File: src/rtl/rv_mem_pkg.sv
// Shared encodings for the load/store unit: RISC-V funct3 widths and FSM states.
// Misalignment handling is selected by the LSU_MISALIGN_ERR_EN macro in load_store_unit.
package rv_mem_pkg;

  localparam logic [2:0] F3_B  = 3'b000;
  localparam logic [2:0] F3_H  = 3'b001;
  localparam logic [2:0] F3_W  = 3'b010;
  localparam logic [2:0] F3_BU = 3'b100;
  localparam logic [2:0] F3_HU = 3'b101;

  localparam logic [2:0] ST_IDLE   = 3'd0;
  localparam logic [2:0] ST_RD     = 3'd1;
  localparam logic [2:0] ST_MRG_WR = 3'd2;
  localparam logic [2:0] ST_WR     = 3'd3;
  localparam logic [2:0] ST_RESP   = 3'd4;

  typedef enum logic [2:0] {
    IDLE   = ST_IDLE,
    RD     = ST_RD,
    MRG_WR = ST_MRG_WR,
    WR     = ST_WR,
    RESP   = ST_RESP
  } lsu_state_e;

  function automatic logic f3_legal(input logic store, input logic [2:0] f3);
    if (store) return (f3 == F3_B) || (f3 == F3_H) || (f3 == F3_W);
    return (f3 == F3_B) || (f3 == F3_H) || (f3 == F3_W) || (f3 == F3_BU) || (f3 == F3_HU);
  endfunction

  function automatic logic f3_misaligned(input logic [2:0] f3, input logic [1:0] lo);
    case (f3)
      F3_H, F3_HU: return lo[0];
      F3_W:        return lo != 2'b00;
      default:     return 1'b0;
    endcase
  endfunction

  // Clears the address bits below the access size.
  function automatic logic [1:0] f3_align_lo(input logic [2:0] f3, input logic [1:0] lo);
    case (f3)
      F3_H, F3_HU: return {lo[1], 1'b0};
      F3_W:        return 2'b00;
      default:     return lo;
    endcase
  endfunction

endpackage

File: src/rtl/lsu_align.sv
// Byte-lane steering shared by the store merge and the load response:
// builds the read-modify-write word and the sign/zero-extended load value.
module lsu_align
  import rv_mem_pkg::*;
(
  input  logic [2:0]  i_funct3,
  input  logic [1:0]  i_addr_lo,
  input  logic [31:0] i_old_word,
  input  logic [31:0] i_wdata,
  output logic [31:0] o_merged,
  output logic [31:0] o_ldata
);

  logic [4:0]  w_byte_sh;
  logic [4:0]  w_half_sh;
  logic [7:0]  w_byte;
  logic [15:0] w_half;

  assign w_byte_sh = {i_addr_lo, 3'b000};
  assign w_half_sh = {i_addr_lo[1], 4'b0000};
  assign w_byte    = i_old_word[w_byte_sh +: 8];
  assign w_half    = i_old_word[w_half_sh +: 16];

  always_comb begin
    o_merged = i_old_word;
    case (i_funct3[1:0])
      2'b00:   o_merged[w_byte_sh +: 8]  = i_wdata[7:0];
      2'b01:   o_merged[w_half_sh +: 16] = i_wdata[15:0];
      default: o_merged = i_wdata;
    endcase
  end

  always_comb begin
    o_ldata = '0;
    case (i_funct3)
      F3_B:    o_ldata = {{24{w_byte[7]}}, w_byte};
      F3_BU:   o_ldata = {24'b0, w_byte};
      F3_H:    o_ldata = {{16{w_half[15]}}, w_half};
      F3_HU:   o_ldata = {16'b0, w_half};
      F3_W:    o_ldata = i_old_word;
      default: o_ldata = '0;
    endcase
  end

endmodule

File: src/rtl/load_store_unit.sv
// MEM-stage initiator for a word-wide data memory; sub-word stores use read-modify-write.
// Define LSU_MISALIGN_ERR_EN to reject misaligned H/W accesses instead of aligning them.
//   state  | meaning
//   IDLE   | ready for a request
//   RD     | read addressed word into r_word
//   MRG_WR | write r_word with SB/SH lane(s) replaced
//   WR     | write full SW word
//   RESP   | one-cycle response pulse
module load_store_unit
  import rv_mem_pkg::*;
#(
  parameter int ADDR_W = 16,
  parameter int DATA_W = 32
) (
  input  logic              clk,
  input  logic              rst,
  input  logic              req_valid,
  output logic              req_ready,
  input  logic              req_store,
  input  logic [2:0]        req_funct3,
  input  logic [ADDR_W+1:0] req_addr,
  input  logic [DATA_W-1:0] req_wdata,
  output logic              resp_valid,
  output logic [DATA_W-1:0] resp_rdata,
  output logic              resp_err,
  output logic              mem_wEn,
  output logic [ADDR_W-1:0] mem_address,
  output logic [DATA_W-1:0] mem_write_data,
  input  logic [DATA_W-1:0] mem_read_data
);

  lsu_state_e        r_state;
  lsu_state_e        w_state_nxt;
  logic              r_store;
  logic [2:0]        r_funct3;
  logic [ADDR_W+1:0] r_addr;
  logic [DATA_W-1:0] r_wdata;
  logic [DATA_W-1:0] r_word;
  logic              r_err;

  logic              w_accept;
  logic              w_err;
  logic              w_misalign;
  logic [ADDR_W+1:0] w_addr_lat;
  logic [DATA_W-1:0] w_merged;
  logic [DATA_W-1:0] w_ldata;

  assign w_accept = req_valid && (r_state == IDLE);

`ifdef LSU_MISALIGN_ERR_EN
  assign w_misalign = f3_misaligned(req_funct3, req_addr[1:0]);
  assign w_addr_lat = req_addr;
`else
  assign w_misalign = 1'b0;
  assign w_addr_lat = {req_addr[ADDR_W+1:2], f3_align_lo(req_funct3, req_addr[1:0])};
`endif

  assign w_err = !f3_legal(req_store, req_funct3) || w_misalign;

  always_ff @(posedge clk or negedge rst) begin
    if (!rst) r_state <= IDLE;
    else      r_state <= w_state_nxt;
  end

  always_ff @(posedge clk or negedge rst) begin
    if (!rst) begin
      r_store  <= 1'b0;
      r_funct3 <= '0;
      r_addr   <= '0;
      r_wdata  <= '0;
      r_word   <= '0;
      r_err    <= 1'b0;
    end else begin
      if (w_accept) begin
        r_store  <= req_store;
        r_funct3 <= req_funct3;
        r_addr   <= w_addr_lat;
        r_wdata  <= req_wdata;
        r_err    <= w_err;
      end
      if (r_state == RD) r_word <= mem_read_data;
    end
  end

  lsu_align u_align (
    .i_funct3   (r_funct3),
    .i_addr_lo  (r_addr[1:0]),
    .i_old_word (r_word),
    .i_wdata    (r_wdata),
    .o_merged   (w_merged),
    .o_ldata    (w_ldata)
  );

  // Address comes straight from the latch so it is stable across the write cycle.
  assign mem_address = r_addr[ADDR_W+1:2];

  always_comb begin
    w_state_nxt    = r_state;
    req_ready      = 1'b0;
    mem_wEn        = 1'b0;
    mem_write_data = '0;
    resp_valid     = 1'b0;
    resp_rdata     = '0;
    resp_err       = 1'b0;
    case (r_state)
      IDLE: begin
        req_ready = 1'b1;
        if (w_accept) begin
          if (w_err)                               w_state_nxt = RESP;
          else if (req_store && req_funct3 == F3_W) w_state_nxt = WR;
          else                                     w_state_nxt = RD;
        end
      end
      RD:     w_state_nxt = r_store ? MRG_WR : RESP;
      MRG_WR: begin
        mem_wEn        = 1'b1;
        mem_write_data = w_merged;
        w_state_nxt    = RESP;
      end
      WR: begin
        mem_wEn        = 1'b1;
        mem_write_data = r_wdata;
        w_state_nxt    = RESP;
      end
      RESP: begin
        resp_valid  = 1'b1;
        resp_err    = r_err;
        resp_rdata  = (r_err || r_store) ? '0 : w_ldata;
        w_state_nxt = IDLE;
      end
      default: w_state_nxt = IDLE;
    endcase
  end

endmodule

File: config.mk
export PLATFORM = sky130hd
export DESIGN_NAME = load_store_unit
export DESIGN_NICKNAME = d
export VERILOG_FILES = /design/src/rtl/rv_mem_pkg.sv /design/src/rtl/lsu_align.sv /design/src/rtl/load_store_unit.sv
export SDC_FILE = /design/constraint.sdc
export NUM_CORES = 1
export LEC_CHECK = 0
export ABC_AREA = 1
export BUFFER_PORTS_ARGS = -buffer_cell sky130_fd_sc_hd__buf_2
export CORE_UTILIZATION = 35
export DETAILED_ROUTE_END_ITERATION = 16
export SYNTH_ARGS = -nofsm -noshare
export SYNTH_HDL_FRONTEND = slang
export SYNTH_SLANG_ARGS = --single-unit
File: constraint.sdc
create_clock -name clk -period 1.9 [get_ports clk]
set_input_delay 0.095 -clock clk [delete_from_list [all_inputs] [get_ports clk]]
set_output_delay 0.095 -clock clk [all_outputs]
set_load 0.03 [all_outputs]
==> results.json, run 1 <==
{
  "cts_tree": "done",
  "multi_input_area_um2": 3870,
  "drtIter0Drc": 594,
  "ant_nets": 0,
  "period_needed_ps": 2050,
  "grt_use_total": 0.259,
  "clock-skew-final_ps": 3.78,
  "ys_seq_area_frac": 0.362,
  "finalSetupTns_ps": -4960,
  "cts-root-buf": "clkbuf_16",
  "cts_buffers": 9,
  "dp_cells": 1275,
  "place_area_um2": 7300,
  "final_hold_viol_count": 1,
  "fin_area_um2": 9980,
  "path_class": "flop to primary output",
  "start_util": 0.359,
  "ios": 173,
  "clkSinkCount": 90,
  "switching_share": 0.519,
  "syn_area_um2": 6230,
  "fin_crit_sh": 1.08,
  "core_um2": 17400,
  "chipWidth_um": 135,
  "n_fill_cell": 1551,
  "h-tree-depth": 3,
  "setup_viol": 58,
  "power.switching_mw": 8.16,
  "met2_usage": 0.396,
  "nets": 1265,
  "post-place-ws_ps": 5.29,
  "ir_drop_mv": 0.849,
  "drt-pass1-iter-count": 8,
  "ys_ff_latch": 90,
  "violations": "negative hold slack, negative setup slack",
  "synthToLayoutAreaGrowth_pct": 60.2,
  "pwr-share-seq": 0.245,
  "p_per_area_nw_per_um2": 1580,
  "synth_cell_types": 31,
  "numPortBuffers": 172,
  "n_antenna_cell": 0,
  "grt_pass1_wl_um": 36400,
  "antenna_found_initial": 0,
  "setup_slack_ps": -155,
  "seq_area_um2": 2260,
  "p_comb_frac": 0.634,
  "grt_max_degree": 72,
  "cp_max_fo": 7,
  "cap_viol_max_count": 0,
  "critical_path_required_ps": 1800,
  "final_layout_size_suffix_gt1_frac": 0.367,
  "synth_warnings": 0,
  "rows": 48,
  "p_total_mw": 15.7,
  "max_freq_mhz": 487,
  "grt_busiest_layer": "met2",
  "die_h_um": 135,
  "status": "finished with violations",
  "vias_per_cell": 5.16,
  "cts_max_path_buffers": 2,
  "maxSlewHeadroom": 0.704,
  "grt_pass1_vias": 6703,
  "drt_wl_total_um": 24200,
  "hp-class": "input port to flop",
  "intPower_mw": 7.56,
  "synth_cells": 915,
  "cp.arrival_ps": 1960,
  "rsz0062_at_grt": "true",
  "dp_hpwl_um": 15700,
  "syn_nets": 1009,
  "routed-via-count": 7228,
  "clockPowerShare": 0.120,
  "die-area_um2": 18300,
  "clkTransAtPathRegs_ps": 70,
  "cp-end-kind": "primary output",
  "insertion_delay_ps": 360,
  "leakage_nw": 4.61,
  "gr-total-overflow": 0,
  "use_met3": 0.0415,
  "syn_area_per_cell_um2": 6.81,
  "grt_util_met1": 0.369,
  "worst_slew_pin_slew_ps": 444,
  "final_util": 0.575,
  "stdcell_count": 1401,
  "gp_congestion": 0.963,
  "drt-wirelength-per-cell_um": 17.3,
  "slew_viol_final": 0,
  "hold_ws_ps": -1.02,
  "drc": 0,
  "worst_setup_path_start_kind": "flop"
}
[power by group through the flow]
stage	logic, mW	clock network (mW)	registers, mW
after CTS	8.52	1.92	3.75
after global placement	6.98	0	3.72
after detailed placement	7.01	0	3.72
after global routing	10.7	1.99	3.96
after floorplan	5.52	0	3.37
final	9.97	1.89	3.86
[kinds of logic after synthesis]
kind of cell	Yosys count	synth area share
adder cells (fa/ha/maj)	5	0.0100
AO/OA/AOI/OAI	261	0.231
buffers and inverters	174	0.138
AND/OR/NAND/NOR	385	0.259
flip-flops	90	0.362
[sequential cells by signal (all words and copies together), names as in the netlist]
register and count:
r_addr 18, r_err 1, r_funct3 3, r_state 3, r_store 1, r_wdata 32, r_word 32
[Yosys cell counts]
master | n | area, um^2
nor3_4 | 1 | 16.3
nand2_4 | 2 | 22.5
nand2_8 | 1 | 20.0
nand2_1 | 284 | 1070
o31ai_1 | 1 | 7.51
inv_2 | 10 | 37.5
dfrtp_1 | 90 | 2250
nand3_1 | 55 | 275
o21ai_2 | 22 | 193
buf_1 | 2 | 7.51
o21ai_0 | 90 | 450
o21ai_1 | 30 | 150
a21oi_1 | 100 | 500
ha_1 | 5 | 62.6
clkbuf_2 | 1 | 5.00
or2_2 | 2 | 12.5
inv_4 | 3 | 18.8
buf_4 | 19 | 143
nand3_2 | 3 | 30.0
o211ai_1 | 12 | 90.1
nor3_1 | 2 | 10.0
buf_2 | 24 | 120
a21oi_2 | 5 | 43.8
o22ai_1 | 1 | 6.26
nor2_1 | 24 | 90.1
nand2_2 | 2 | 12.5
nor2_2 | 2 | 12.5
buf_6 | 13 | 146
nand4_1 | 7 | 43.8
clkbuf_1 | 8 | 30.0
inv_1 | 94 | 353
[per-layer routing]
metal | vias up | wire (um)
met4 | 0 | 583
met3 | 47 | 1820
met2 | 326 | 11100
met1 | 3368 | 10700
met5 | - | 0
li1 | 3487 | -
[critical path: stages (launching register included)]
cell and delay [ps]:
dfrtp_1 440, inv_4 90, ha_2 210, clkinv_4 90
buf_12 140, nand3_2 120, o21ai_2 180, nand4_1 90
nand2_1 110, buf_6 140
[final timing paths]
| kind | depth (start not counted) | to | startpoint | slack, ps |
|---|---|---|---|---|
| max in group asynchronous | 3 | r_state[2] | rst | 1090 |
| hold / removal | 3 | r_addr[0] | req_addr[0] | -1 |
| min in group asynchronous | 2 | r_wdata[29] | rst | 180 |
| setup / recovery | 9 | mem_write_data[24] | r_addr[0] | -150 |
| hold reg to reg | 2 | r_addr[6] | r_addr[6] | 480 |
| setup reg to reg | 8 | r_wdata[11] | r_state[1] | 190 |
[cell type report]
class / count / area share
multi-input combinational: 651 / 0.388
timing repair buffer: 312 / 0.282
sequential: 90 / 0.226
inverter: 107 / 0.0458
tap: 225 / 0.0282
clock buffer: 10 / 0.0229
clock inverter: 6 / 0.00702
[timing repair]
action,4_1_cts,5_1_grt
buffers inserted,7,15
setup endpoints to repair,64,64
hold endpoints to repair,104,0
resized for setup,219,162
pin swaps,12,54
hold buffers,82,0
cloned,5,3
[cell usage in the layout, fill, tap and decap left out, drive strengths merged]
master	count
nand2	289
buf	228
o21ai	142
inv	109
a21oi	105
dfrtp	90
dlygate4sd3	82
nand3	58
nor2	26
o211ai	12
clkbuf	12
nand4	7
ha	5
clkinv	3
nor3	3
or2	2
o31ai	1
o22ai	1
bufinv	1
Note: power is estimated with default switching activity, not from simulation.
==> inputs of run 2 (changes only) <==
- SETUP_SLACK_MARGIN: not set -> 0.4
==> results.json, run 2 (synthesis results as in run 1) <==
{
  "whs_path_depth": 3,
  "p_per_area_nw_per_um2": 1570,
  "setup_slack_ps": -230,
  "period_needed_ps": 2130,
  "rsz0062_at_grt": "true",
  "dp_cells": 1278,
  "multi_input_area_um2": 3900,
  "slowest_delay_ps": 390,
  "ios": 173,
  "grt_pass1_vias": 7027,
  "die_h_um": 135,
  "path_class": "flop to primary output",
  "violations": "negative setup slack",
  "numPortBuffers": 172,
  "cts-root-buf": "clkbuf_16",
  "worst_slew_pin_slew_ps": 444,
  "hp-class": "input port to flop",
  "cap_viol_max_count": 0,
  "start_util": 0.359,
  "fin_crit_sh": 1.12,
  "rows": 48,
  "final_util": 0.589,
  "insertion_delay_ps": 350,
  "slew_viol_final": 0,
  "reg2reg_depth": 10,
  "nets": 1273,
  "top_layer": "met4",
  "n_antenna_cell": 0,
  "die-area_um2": 18300,
  "status": "finished with violations",
  "routed-via-count": 7245,
  "clock-skew-final_ps": 5.09,
  "vias_per_cell": 5.14,
  "wl_met3_um": 1950,
  "n_fill_cell": 1564,
  "cts_max_path_buffers": 2,
  "seq_area_um2": 2250,
  "grt_max_degree": 48,
  "leakage_nw": 4.73,
  "grt_use_total": 0.275,
  "drt-wirelength-per-cell_um": 18.1,
  "stdcell_count": 1409,
  "setup_viol": 64,
  "clkTransAtPathRegs_ps": 70,
  "gr-total-overflow": 0,
  "clkSinkCount": 90,
  "top_regs": "r_wdata x32, r_word x32, r_addr x18",
  "ant_nets": 0,
  "hold_ws_ps": 6.35,
  "cp_max_fo": 8,
  "ir_drop_mv": 0.711,
  "layout_commonest_cell": "nand2_1",
  "synthToLayoutAreaGrowth_pct": 64.1,
  "crit_chain": "clkinvlp_4, ha_4, nand3_4, buf_8, o21ai_4, nand3_2, o21ai_2, buf_6",
  "antenna_found_initial": 0,
  "cp-end-kind": "primary output",
  "cpMaxStageDelayCell": "dfrtp_1",
  "drt_wl_total_um": 25600,
  "m1WireLength_um": 11300,
  "worst_setup_path_start_kind": "flop",
  "grt_pass1_wl_um": 38500,
  "final_hold_viol_count": 0,
  "cp.arrival_ps": 2040,
  "critical_path_required_ps": 1800,
  "finalSetupTns_ps": -9090,
  "dp_hpwl_um": 16200,
  "dr_wl_met2_um": 11600,
  "maxSlewHeadroom": 0.704,
  "gp_congestion": 0.946,
  "h-tree-depth": 3,
  "cts_buffers": 9,
  "final_layout_size_suffix_gt1_frac": 0.361,
  "layout_common_cells": "266 x nand2_1, 106 x buf_2, 89 x dfrtp_1",
  "drtIter0Drc": 743,
  "drt-pass1-iter-count": 5,
  "drc": 0,
  "core_um2": 17400,
  "max_freq_mhz": 469,
  "p_total_mw": 16.0,
  "chipWidth_um": 135,
  "cts_tree": "done"
}
==> run 2: changes by cell type in the layout (fill, tap and decap cells not counted), moves of 4 or more <==
cell       before  now
o21ai_2        67   58
inv_1          80   85
buf_4          32   38
a21oi_2        10    4
buf_16          4    9
o21ai_4         2   12
o21ai_0        39   52
o21ai_1        34   20
buf_6          73   64
clkbuf_16      11   15
==> run 2: stage by stage <==
step,setup WS [ps],instance area [um^2]
6_report,-230,10200
3_3_place_gp,-30.2,7720
5_1_grt,-315,10200
4_1_cts,-191,9670
3_5_place_dp,-32.9,7720
2_1_floorplan,131,6720
==> run 2: worst max-delay path: cells and delay by family, from the launching register on <==
kind / cells / cell delay [ps]
AOI/OAI and AO/OA: 2 / 250
adders and majority gates: 1 / 370
DFF: 1 / 390
buffers and inverters: 3 / 490
and+or+nand+nor: 2 / 170
==> run 2: repair_timing <==
item	in CTS	in global routing
endpoints found under the setup margin	107	117
cloned	11	9
resized for setup	192	71
setup buffers	4	10
pin swaps	8	11
hold buffers	81	0
endpoints found under the hold margin	108	0
==> run 2: final cells by class <==
cell class,instances,area share
Tap cell,225,0.0275
Clock buffer,11,0.0247
Inverter,107,0.0460
Clock inverter,5,0.00343
Timing Repair Buffer,316,0.294
Sequential cell,90,0.220
Multi-Input combinational cell,653,0.382
Timing Repair inverter,2,0.00184
==> run 2: layer usage <==
layer  GRT usage  vias to the layer above
li1            -                     3507
met1       0.386                     3364
met2       0.432                      326
met3      0.0389                       48
met4      0.0899                        0
met5           0                        -
==> run 2: path summary, 6_finish.rpt <==
kind | from | slack [ps] | to
worst min register to register | r_addr[8] | 480 | r_addr[8]
min in group asynchronous | rst | 210 | r_addr[17]
worst max register to register | r_state[0] | 430 | r_wdata[10]
worst min-delay path | mem_read_data[10] | 6 | r_word[10]
max in group asynchronous | rst | 1080 | r_word[0]
worst max-delay path | r_addr[0] | -230 | mem_write_data[22]
==> run 2: where the power goes <==
group          internal [mW]  total, mW  switching [mW]
registers               2.83       3.80           0.972
logic                   3.96       10.5            6.52
clock network          0.964       1.77           0.802
